<file path="src/rtl/hazard_control_unit_if.sv">
// rtl/hazard_control_unit_if.sv - pipeline-side hazard signals between the core and the hazard unit
interface hazard_control_unit_if #(
  parameter int CNT_W = 16
);
  logic [4:0]       if_id_rs1;
  logic [4:0]       if_id_rs2;
  logic             if_id_use_rs1;
  logic             if_id_use_rs2;
  logic [4:0]       id_ex_rd;
  logic             id_ex_mem_re;
  logic             id_ex_mc_start;
  logic             mc_done;
  logic             branch_taken;
  logic             stall_clr;
  logic             pc_we;
  logic             if_id_we;
  logic             if_id_flush;
  logic             id_ex_flush;
  logic             ex_hold;
  logic             mc_error;
  logic [CNT_W-1:0] stall_count;

  // Pipeline side: reports stage contents, consumes the stall/flush controls.
  modport master (
    output if_id_rs1, if_id_rs2, if_id_use_rs1, if_id_use_rs2,
    output id_ex_rd, id_ex_mem_re, id_ex_mc_start, mc_done,
    output branch_taken, stall_clr,
    input  pc_we, if_id_we, if_id_flush, id_ex_flush, ex_hold,
    input  mc_error, stall_count
  );

  // Hazard unit side.
  modport slave (
    input  if_id_rs1, if_id_rs2, if_id_use_rs1, if_id_use_rs2,
    input  id_ex_rd, id_ex_mem_re, id_ex_mc_start, mc_done,
    input  branch_taken, stall_clr,
    output pc_we, if_id_we, if_id_flush, id_ex_flush, ex_hold,
    output mc_error, stall_count
  );
endinterface

</file>
<file path="src/rtl/hazard_control_unit.sv">
// rtl/hazard_control_unit.sv - load-use / multi-cycle / branch stall and flush controller
module hazard_control_unit #(
  parameter int LOAD_LAT   = 1,
  parameter int MC_TIMEOUT = 64,
  parameter int CNT_W      = 16
) (
  input logic                 clk,
  input logic                 rst_n,
  hazard_control_unit_if.slave hz
);

  // Load counter only ever holds LOAD_LAT-1; timeout counter holds up to MC_TIMEOUT-1.
  localparam int LW = (LOAD_LAT > 1) ? $clog2(LOAD_LAT) : 1;
  localparam int TW = $clog2(MC_TIMEOUT + 1);

  typedef enum logic [1:0] {
    RUN     = 2'd0,
    LSTALL  = 2'd1,
    MC_WAIT = 2'd2
  } state_t;

  state_t           state_q, state_d;
  logic [LW-1:0]    lcnt_q, lcnt_d;
  logic [TW-1:0]    tmo_q, tmo_d;
  logic             err_q;
  logic             err_set;
  logic [CNT_W-1:0] stall_cnt_q;
  logic             lu_hit;
  logic             pc_we;
  logic             if_id_we;
  logic             if_id_flush;
  logic             id_ex_flush;
  logic             ex_hold;

  // Load-use: the load in EX writes a register the ID instruction actually reads (x0 never hazards).
  assign lu_hit = hz.id_ex_mem_re && (hz.id_ex_rd != 5'd0) &&
                  ((hz.if_id_use_rs1 && (hz.if_id_rs1 == hz.id_ex_rd)) ||
                   (hz.if_id_use_rs2 && (hz.if_id_rs2 == hz.id_ex_rd)));

  // State, stall counters and sticky timeout flag; reset drops any pending stall.
  always_ff @(posedge clk or negedge rst_n) begin
    if (!rst_n) begin
      state_q <= RUN;
      lcnt_q  <= '0;
      tmo_q   <= '0;
      err_q   <= 1'b0;
    end else begin
      state_q <= state_d;
      lcnt_q  <= lcnt_d;
      tmo_q   <= tmo_d;
      if (err_set) begin
        err_q <= 1'b1;
      end
    end
  end

  // Next state and same-cycle pipeline controls; reset forces a frozen, flushed pipe.
  always_comb begin
    state_d     = state_q;
    lcnt_d      = lcnt_q;
    tmo_d       = tmo_q;
    err_set     = 1'b0;
    pc_we       = 1'b1;
    if_id_we    = 1'b1;
    if_id_flush = 1'b0;
    id_ex_flush = 1'b0;
    ex_hold     = 1'b0;
    case (state_q)
      RUN: begin
        if (hz.branch_taken) begin
          // Redirect wins over everything, including an (illegal) simultaneous mc_start.
          if_id_flush = 1'b1;
          id_ex_flush = 1'b1;
        end else if (hz.id_ex_mc_start) begin
          pc_we    = 1'b0;
          if_id_we = 1'b0;
          if (!hz.mc_done) begin
            ex_hold = 1'b1;
            state_d = MC_WAIT;
            tmo_d   = TW'(1);
          end
        end else if (lu_hit) begin
          pc_we       = 1'b0;
          if_id_we    = 1'b0;
          id_ex_flush = 1'b1;
          if (LOAD_LAT > 1) begin
            state_d = LSTALL;
            lcnt_d  = LW'(LOAD_LAT - 1);
          end
        end
      end
      LSTALL: begin
        // EX holds a bubble here, so no branch can resolve and lu_hit is not rechecked.
        pc_we       = 1'b0;
        if_id_we    = 1'b0;
        id_ex_flush = 1'b1;
        if (lcnt_q == LW'(1)) begin
          state_d = RUN;
        end else begin
          lcnt_d = lcnt_q - LW'(1);
        end
      end
      MC_WAIT: begin
        pc_we    = 1'b0;
        if_id_we = 1'b0;
        if (hz.mc_done) begin
          state_d = RUN;
        end else begin
          ex_hold = 1'b1;
          if (tmo_q >= TW'(MC_TIMEOUT - 1)) begin
            err_set = 1'b1;
            state_d = RUN;
          end else begin
            tmo_d = tmo_q + TW'(1);
          end
        end
      end
      default: begin
        state_d = RUN;
      end
    endcase
    if (!rst_n) begin
      pc_we       = 1'b0;
      if_id_we    = 1'b0;
      if_id_flush = 1'b1;
      id_ex_flush = 1'b1;
      ex_hold     = 1'b0;
    end
  end

  // Saturating count of cycles the PC was frozen; clear beats increment.
  always_ff @(posedge clk or negedge rst_n) begin
    if (!rst_n) begin
      stall_cnt_q <= '0;
    end else if (hz.stall_clr) begin
      stall_cnt_q <= '0;
    end else if (!pc_we && (stall_cnt_q != {CNT_W{1'b1}})) begin
      stall_cnt_q <= stall_cnt_q + CNT_W'(1);
    end
  end

  assign hz.pc_we       = pc_we;
  assign hz.if_id_we    = if_id_we;
  assign hz.if_id_flush = if_id_flush;
  assign hz.id_ex_flush = id_ex_flush;
  assign hz.ex_hold     = ex_hold;
  assign hz.mc_error    = err_q;
  assign hz.stall_count = stall_cnt_q;

endmodule

</file>
<file path="src/flat_wrapper.sv">
// flat-port wrapper written by rule: the top's interface ports become plain ports
module hazard_control_unit_flat 
#(
  parameter int LOAD_LAT   = 1,
  parameter int MC_TIMEOUT = 64,
  parameter int CNT_W      = 16
)
  (clk, rst_n, hz_if_id_rs1, hz_if_id_rs2, hz_if_id_use_rs1, hz_if_id_use_rs2, hz_id_ex_rd, hz_id_ex_mem_re, hz_id_ex_mc_start, hz_mc_done, hz_branch_taken, hz_stall_clr, hz_pc_we, hz_if_id_we, hz_if_id_flush, hz_id_ex_flush, hz_ex_hold, hz_mc_error, hz_stall_count);
  hazard_control_unit_if #(.CNT_W(CNT_W)) hz_i ();
  input logic clk;
  input logic rst_n;
  input wire logic [$bits(hz_i.if_id_rs1)-1:0] hz_if_id_rs1;
  input wire logic [$bits(hz_i.if_id_rs2)-1:0] hz_if_id_rs2;
  input wire logic [$bits(hz_i.if_id_use_rs1)-1:0] hz_if_id_use_rs1;
  input wire logic [$bits(hz_i.if_id_use_rs2)-1:0] hz_if_id_use_rs2;
  input wire logic [$bits(hz_i.id_ex_rd)-1:0] hz_id_ex_rd;
  input wire logic [$bits(hz_i.id_ex_mem_re)-1:0] hz_id_ex_mem_re;
  input wire logic [$bits(hz_i.id_ex_mc_start)-1:0] hz_id_ex_mc_start;
  input wire logic [$bits(hz_i.mc_done)-1:0] hz_mc_done;
  input wire logic [$bits(hz_i.branch_taken)-1:0] hz_branch_taken;
  input wire logic [$bits(hz_i.stall_clr)-1:0] hz_stall_clr;
  output wire logic [$bits(hz_i.pc_we)-1:0] hz_pc_we;
  output wire logic [$bits(hz_i.if_id_we)-1:0] hz_if_id_we;
  output wire logic [$bits(hz_i.if_id_flush)-1:0] hz_if_id_flush;
  output wire logic [$bits(hz_i.id_ex_flush)-1:0] hz_id_ex_flush;
  output wire logic [$bits(hz_i.ex_hold)-1:0] hz_ex_hold;
  output wire logic [$bits(hz_i.mc_error)-1:0] hz_mc_error;
  output wire logic [$bits(hz_i.stall_count)-1:0] hz_stall_count;
  assign hz_i.if_id_rs1 = hz_if_id_rs1;
  assign hz_i.if_id_rs2 = hz_if_id_rs2;
  assign hz_i.if_id_use_rs1 = hz_if_id_use_rs1;
  assign hz_i.if_id_use_rs2 = hz_if_id_use_rs2;
  assign hz_i.id_ex_rd = hz_id_ex_rd;
  assign hz_i.id_ex_mem_re = hz_id_ex_mem_re;
  assign hz_i.id_ex_mc_start = hz_id_ex_mc_start;
  assign hz_i.mc_done = hz_mc_done;
  assign hz_i.branch_taken = hz_branch_taken;
  assign hz_i.stall_clr = hz_stall_clr;
  assign hz_pc_we = hz_i.pc_we;
  assign hz_if_id_we = hz_i.if_id_we;
  assign hz_if_id_flush = hz_i.if_id_flush;
  assign hz_id_ex_flush = hz_i.id_ex_flush;
  assign hz_ex_hold = hz_i.ex_hold;
  assign hz_mc_error = hz_i.mc_error;
  assign hz_stall_count = hz_i.stall_count;
  hazard_control_unit #(.LOAD_LAT(LOAD_LAT), .MC_TIMEOUT(MC_TIMEOUT), .CNT_W(CNT_W)) u_core (.clk(clk), .rst_n(rst_n), .hz(hz_i));
endmodule
</file>
<file path="config.mk">
export PLATFORM = sky130hd
export DESIGN_NAME = hazard_control_unit_flat
export DESIGN_NICKNAME = d
export VERILOG_FILES = /design/src/rtl/hazard_control_unit_if.sv /design/src/rtl/hazard_control_unit.sv /design/src/flat_wrapper.sv
export SDC_FILE = /design/constraint.sdc
export NUM_CORES = 1
export LEC_CHECK = 0
export ABC_AREA = 1
export ABC_CLOCK_PERIOD_IN_PS = 1990
export CAP_MARGIN = 20
export CORE_AREA = 2 2 79 81
export CTS_BUF_LIST = sky130_fd_sc_hd__clkbuf_4
export DETAILED_ROUTE_END_ITERATION = 8
export DIE_AREA = 0 0 81 83
export GPL_ROUTABILITY_DRIVEN = 0
export SLEW_MARGIN = 10
export SYNTH_ARGS = -nofsm -noshare
export SYNTH_HDL_FRONTEND = slang
export SYNTH_SLANG_ARGS = --single-unit
</file>
<file path="constraint.sdc">
create_clock -name clk -period 1.99 [get_ports clk]
set_input_delay 0.199 -clock clk [delete_from_list [all_inputs] [get_ports clk]]
set_output_delay 0.199 -clock clk [all_outputs]
set_load 0.05 [all_outputs]
</file>
## Word-level counts from Yosys, hierarchy flattened

Index checks and enable logic that the tools add are counted.

- Register bits after elaboration: 27
- Bits of input ports: 24
- Output and inout port bits: 22
- Word-level logic and storage cells: 72

- Add/sub/neg operators: 3
- Magnitude comparators: 1
- Equality and inequality tests: 12
- Mux-type cells: 37
- Reduce and logical (&&, ||, !) cells: 14

Operators by type and width:

| operator | count |
|---|---|
| two-way mux 7 bit | 5 |
| two-way mux 16 bit | 2 |
| two-way mux 1 bit | 19 |
| adder 16 x 1 -> 16 bit (second input constant) | 1 |
| != test 16 bit (second input constant) | 1 |
| one-hot mux 7 bit (2 select lines) | 1 |
| two-way mux 2 bit | 6 |
| equality test 5 bit | 2 |
| != test 2 bit (second input constant) | 5 |
| adder 7 x 1 -> 7 bit (second input constant) | 1 |
| greater-or-equal comparator 7 x 6 -> 1 bit (second input constant) | 1 |
| one-hot mux 1 bit (2 select lines) | 3 |
| one-hot mux 2 bit (3 select lines) | 1 |
| AND reduction 6 bit | 1 |
| logical AND 1 bit | 5 |
| AND reduction 5 bit | 1 |
| nonzero test 5 bit | 1 |
| nonzero test 2 bit | 2 |
| != test 3 x 2 -> 1 bit (second input constant) | 1 |
| equality test 2 x 1 -> 1 bit (second input constant) | 1 |
| equality test 2 bit (second input constant) | 1 |
| zero test 2 bit | 1 |
| != test 2 x 1 -> 1 bit (second input constant) | 1 |
| OR reduction 2 bit | 1 |
| 3 further kinds | 3 |

## Depth between registers and ports, before layout

- Depth after elaboration: 13
- Depth in mapped cells: 14
- Depth with buffers taken out: 13

## Worst setup path after synthesis

No wires, ideal clock.

- Path kind: flip-flop to flip-flop
- Start point: register u_core.stall_cnt_q[0] (netlist: u_core.hz.stall_count[0])
- End point: register u_core.stall_cnt_q[10] (netlist: u_core.hz.stall_count[10])
- Setup time: 0.121 ns
- Arrival time: 1.931 ns
- Required time: 1.869 ns
- Path slack: -0.062 ns
- Cell stages (with the launch flop): 10
- Path buffers: 1
- Clock period less this slack: 2.052 ns
- Cell sequence: dfrtp_1 -> ha_1 -> nand3_1 -> inv_2 -> nand2_2 -> nor3_4 -> nand4_4 -> buf_2 -> nand4_1 -> nand2_1

- Longest elaborated chain between the ends: 3
- Elaborated cells on any way between the ends: 6
- Those cells by class: add/sub (1); eq/ne (1); mux (2); reduce/logical (2)

RTL lines:

| element | RTL line | text |
|---|---|---|
| start: declaration | hazard_control_unit.sv:27 | `logic [CNT_W-1:0] stall_cnt_q;` |
| start signal: assignment | hazard_control_unit.sv:138 | `stall_cnt_q <= stall_cnt_q + CNT_W'(1);` |
| adder 16 x 1 -> 16 bit / != test 16 bit (equally long branches) | hazard_control_unit.sv:138, hazard_control_unit.sv:137 |  |
| two-way mux 16 bit / logical AND 1 bit (equally long branches) | hazard_control_unit.sv:137 | `end else if (!pc_we && (stall_cnt_q != {CNT_W{1'b1}})) begin` |
| two-way mux 16 bit / nonzero test 2 bit (equally long branches) | -- |  |

Several ways; a longest one is shown, not always the timed one. The select of a mux whose other input is x is not followed.
A chain may end at the register's enable or synchronous reset.

## Final worst setup path

- Start point: register u_core.stall_cnt_q[10] (netlist: u_core.hz.stall_count[10])
- End point: output port hz_stall_count[10]

RTL lines:

| element | RTL line | text |
|---|---|---|
| end: declaration | flat_wrapper.sv:28 | `output wire logic [$bits(hz_i.stall_count)-1:0] hz_stall_count;` |

No word-level cell between the ends.

==> run_results.csv <==
group,metric,value,unit
timing,slew_violations,0,
setup_path,cpPeakStageDelay,850,ps
pwr,sw_frac_of_total,31.07,%
synth,ys_seq_area_share,35.46,%
detailed_routing,wl,4205,um
die,initial_core_util,30.34,%
detailed_routing,routed_via_density,4.497,
setup_path,cp_slowest_cell,"clkdlybuf4s50_1",
timing,fmax,528.9,MHz
timing,fin_crit_sh,95.01,%
detailed_routing,drc,0,
synth,postSynthAreaPerCell,6.946,um2
timing,hold_ws,388.1,ps
setup_path,reg2reg_slack,220,ps
global_routing,antenna_found_initial,0,
global_routing,grtUsageTotal,12.76,%
run_status,status,"complete, no violations",
synth,ys_seq_elements,25,
setup_path,worstSetupPathType,"reg -> out",
setup_path,endpoint_kind,"output port",
cts,cts_buffers,3,
timing,maxSlewHeadroom,66.22,%
timing,fin_tns_setup,0,ps
global_routing,grt_pass1_wl,6934,um
cells_and_area,fin_nets,338,
job,drv_cap,0,
place,dpl.hpwl,3324,um
detailed_routing,drt_pre_antenna_iters,4,
pwr,vdd_ir_drop_max,250.7,uV
cts,cts_tree,"yes",
timing,skew,15.02,ps
die,fp.dieH,83,um
cells_and_area,drive_gt1_share,12.22,%
place,port_buffers,45,
die,row_count,28,
detailed_routing,detail_route.wl_per_cell,10.89,um
die,num_io_pins,46,
timing,tightestPinTransition,505.2,ps
pwr,power,1091,uW
cells_and_area,utilization,42.25,%
synth,syn_area,1764,um2
setup_path,critPathTopFamily,"buffers and inverters",
cells_and_area,antennaDiodeCount,0,
global_routing,grt_max_degree,33,
timing,rsz0062_at_grt,"false",
cts,clock_latency,330,ps
min_path,hold_path.class,"in -> async",
setup_path,critPathBufInv,1,
pwr,comb_power_share,27.0,%
synth,ys_warn_count,0,
pwr,p_int,751.8,uW
setup_path,startpoint_type,"flop",
cts,root_buffer,"clkbuf_4",
setup_path,crit_chain,"clkdlybuf4s50_1",
cts,cts_sinks,25,
timing,min_period,1891,ps
cells_and_area,multi_input_area,940.9,um2
cells_and_area,regArea,628.1,um2
global_routing,grt_pass1_vias,1572,
global_routing,overflow,0,
pwr,seqPwrFrac,50.5,%
die,coreArea,5816,um2
timing,setup_viol,0,
die,die-area,6723,um2
pwr,p_leak,0.001314,uW
cells_and_area,nFillCells,615,
pwr,pwr_density_cell,443.8,nW/um2
cts,clkTransAtPathRegs,140,ps
synth,yosysUniqueCellTypes,26,
cts,cts_buffer_depth,2,
setup_path,cp_max_fo,6,
timing,hold_viol,0,
synth,synth_cells,254,
cells_and_area,synthToLayoutAreaGrowth,39.29,%
detailed_routing,final_antenna_net_count,0,
synth,syn-num-nets,280,
die,die_w,81,um
cts,cts_hold_buffers,0,
setup_path,required,1790,ps
pwr,clkPwrFrac,22.5,%
detailed_routing,vias,1736,
detailed_routing,drt_iter0_markers,46,
setup_path,cp.arrival,1690,ps
pwr,p_sw,338.8,uW
cts,htree_levels,1,
==> power groups by stage <==
stage | registers [uW] | clock network (uW) | logic [uW]
6_report | 550 | 245 | 295
4_1_cts | 551 | 262 | 294
3_5_place_dp | 559 | 0 | 295
3_3_place_gp | 560 | 0 | 289
2_1_floorplan | 580 | 0 | 133
5_1_grt | 555 | 280 | 325
==> per-stage QoR <==
step / worst slack (ps) / cell area (um2) / cells
2_1_floorplan: 107.3 / 1767 / 254
3_3_place_gp: 20.60 / 2390 / 378
3_5_place_dp: 7.150 / 2390 / 378
4_1_cts: 6.416 / 2420 / 382
5_1_grt: 2.564 / 2457 / 386
6_report: 99.40 / 2457 / 386
==> cells in the final DEF, fill, tap and decap left out, types with 2 or more instances in the layout <==
cell / synthesis / layout
clkdlybuf4s50_1: 0 / 39
clkbuf_4: 0 / 4
dfrtp_2: 0 / 2
o21bai_1: 2 / 2
nor3_1: 4 / 4
dfrtp_1: 25 / 23
o31ai_1: 2 / 2
buf_4: 1 / 16
xnor2_1: 4 / 4
ha_1: 2 / 2
o21ai_0: 5 / 4
xor2_1: 12 / 12
nand3_1: 28 / 28
inv_2: 1 / 2
nor2_2: 1 / 3
inv_1: 42 / 41
buf_12: 0 / 4
nand2_2: 3 / 3
nand4_1: 19 / 19
nor2_1: 20 / 18
nand2_1: 71 / 71
==> layout make-up <==
class                           count  area share, %
Sequential cell                    25          25.56
Inverter                           43          6.568
Timing Repair Buffer               60          24.54
Tap cell                           75          3.819
Multi-Input combinational cell    179          38.29
Clock buffer                        4          1.222
==> cells in the mapped netlist, drive strengths merged <==
cell / count / share of area (%)
nand2: 75 / 17
inv: 43 / 9.1
nand3: 28 / 7.9
dfrtp: 25 / 35
nor2: 21 / 4.6
nand4: 20 / 7.9
xor2: 12 / 6.0
buf: 7 / 2.3
nor3: 5 / 2.1
o21ai: 5 / 1.4
xnor2: 4 / 2.0
ha: 2 / 1.4
o21bai: 2 / 0.85
o31ai: 2 / 0.85
a21oi: 1 / 0.28
a22oi: 1 / 0.43
a31o: 1 / 0.50
==> sequential cells by signal (all words and copies together), names as in the netlist <==
register and cells:
u_core.hz.mc_error 1, u_core.state_q 1, u_core.hz.stall_count 16, u_core.tmo_q 7
==> path summary, 6_finish.rpt <==
check,startpoint,end,depth (start not counted)
worst min register to register,u_core.tmo_q[6]$_DFFE_PN0P_,u_core.tmo_q[6]$_DFFE_PN0P_,2
min in group clk,u_core.tmo_q[6]$_DFFE_PN0P_,u_core.tmo_q[6]$_DFFE_PN0P_,2
worst max-delay path,u_core.hz.stall_count[10]$_DFFE_PN0P_,hz_stall_count[10],1
worst min-delay path,rst_n,u_core.hz.stall_count[6]$_DFFE_PN0P_,2
max in group asynchronous,rst_n,u_core.tmo_q[1]$_DFFE_PN0P_,2
worst max register to register,u_core.hz.stall_count[0]$_DFFE_PN0P_,u_core.hz.stall_count[11]$_DFFE_PN0P_,9
==> layer usage <==
layer | GRT usage, % | wire length, um
met4 | 3.698 | 51
met2 | 21.04 | 2027
met1 | 16.51 | 1941
met3 | 2.826 | 184
met5 | 0 | 0
==> cell families after synthesis <==
family | Yosys count | synth area share (%)
flops | 25 | 35.46
buf+inv | 50 | 11.49
compound gates | 12 | 4.325
xor+xnor | 16 | 7.943
fa+ha+maj | 2 | 1.418
simple gates | 149 | 39.36
==> repair_timing <==
item | 4_1_cts | 5_1_grt
setup buffers | 0 | 4
setup endpoints to repair | 0 | 18
resized for setup | 0 | 5
No activity file was read; power rests on OpenSTA's default activity.
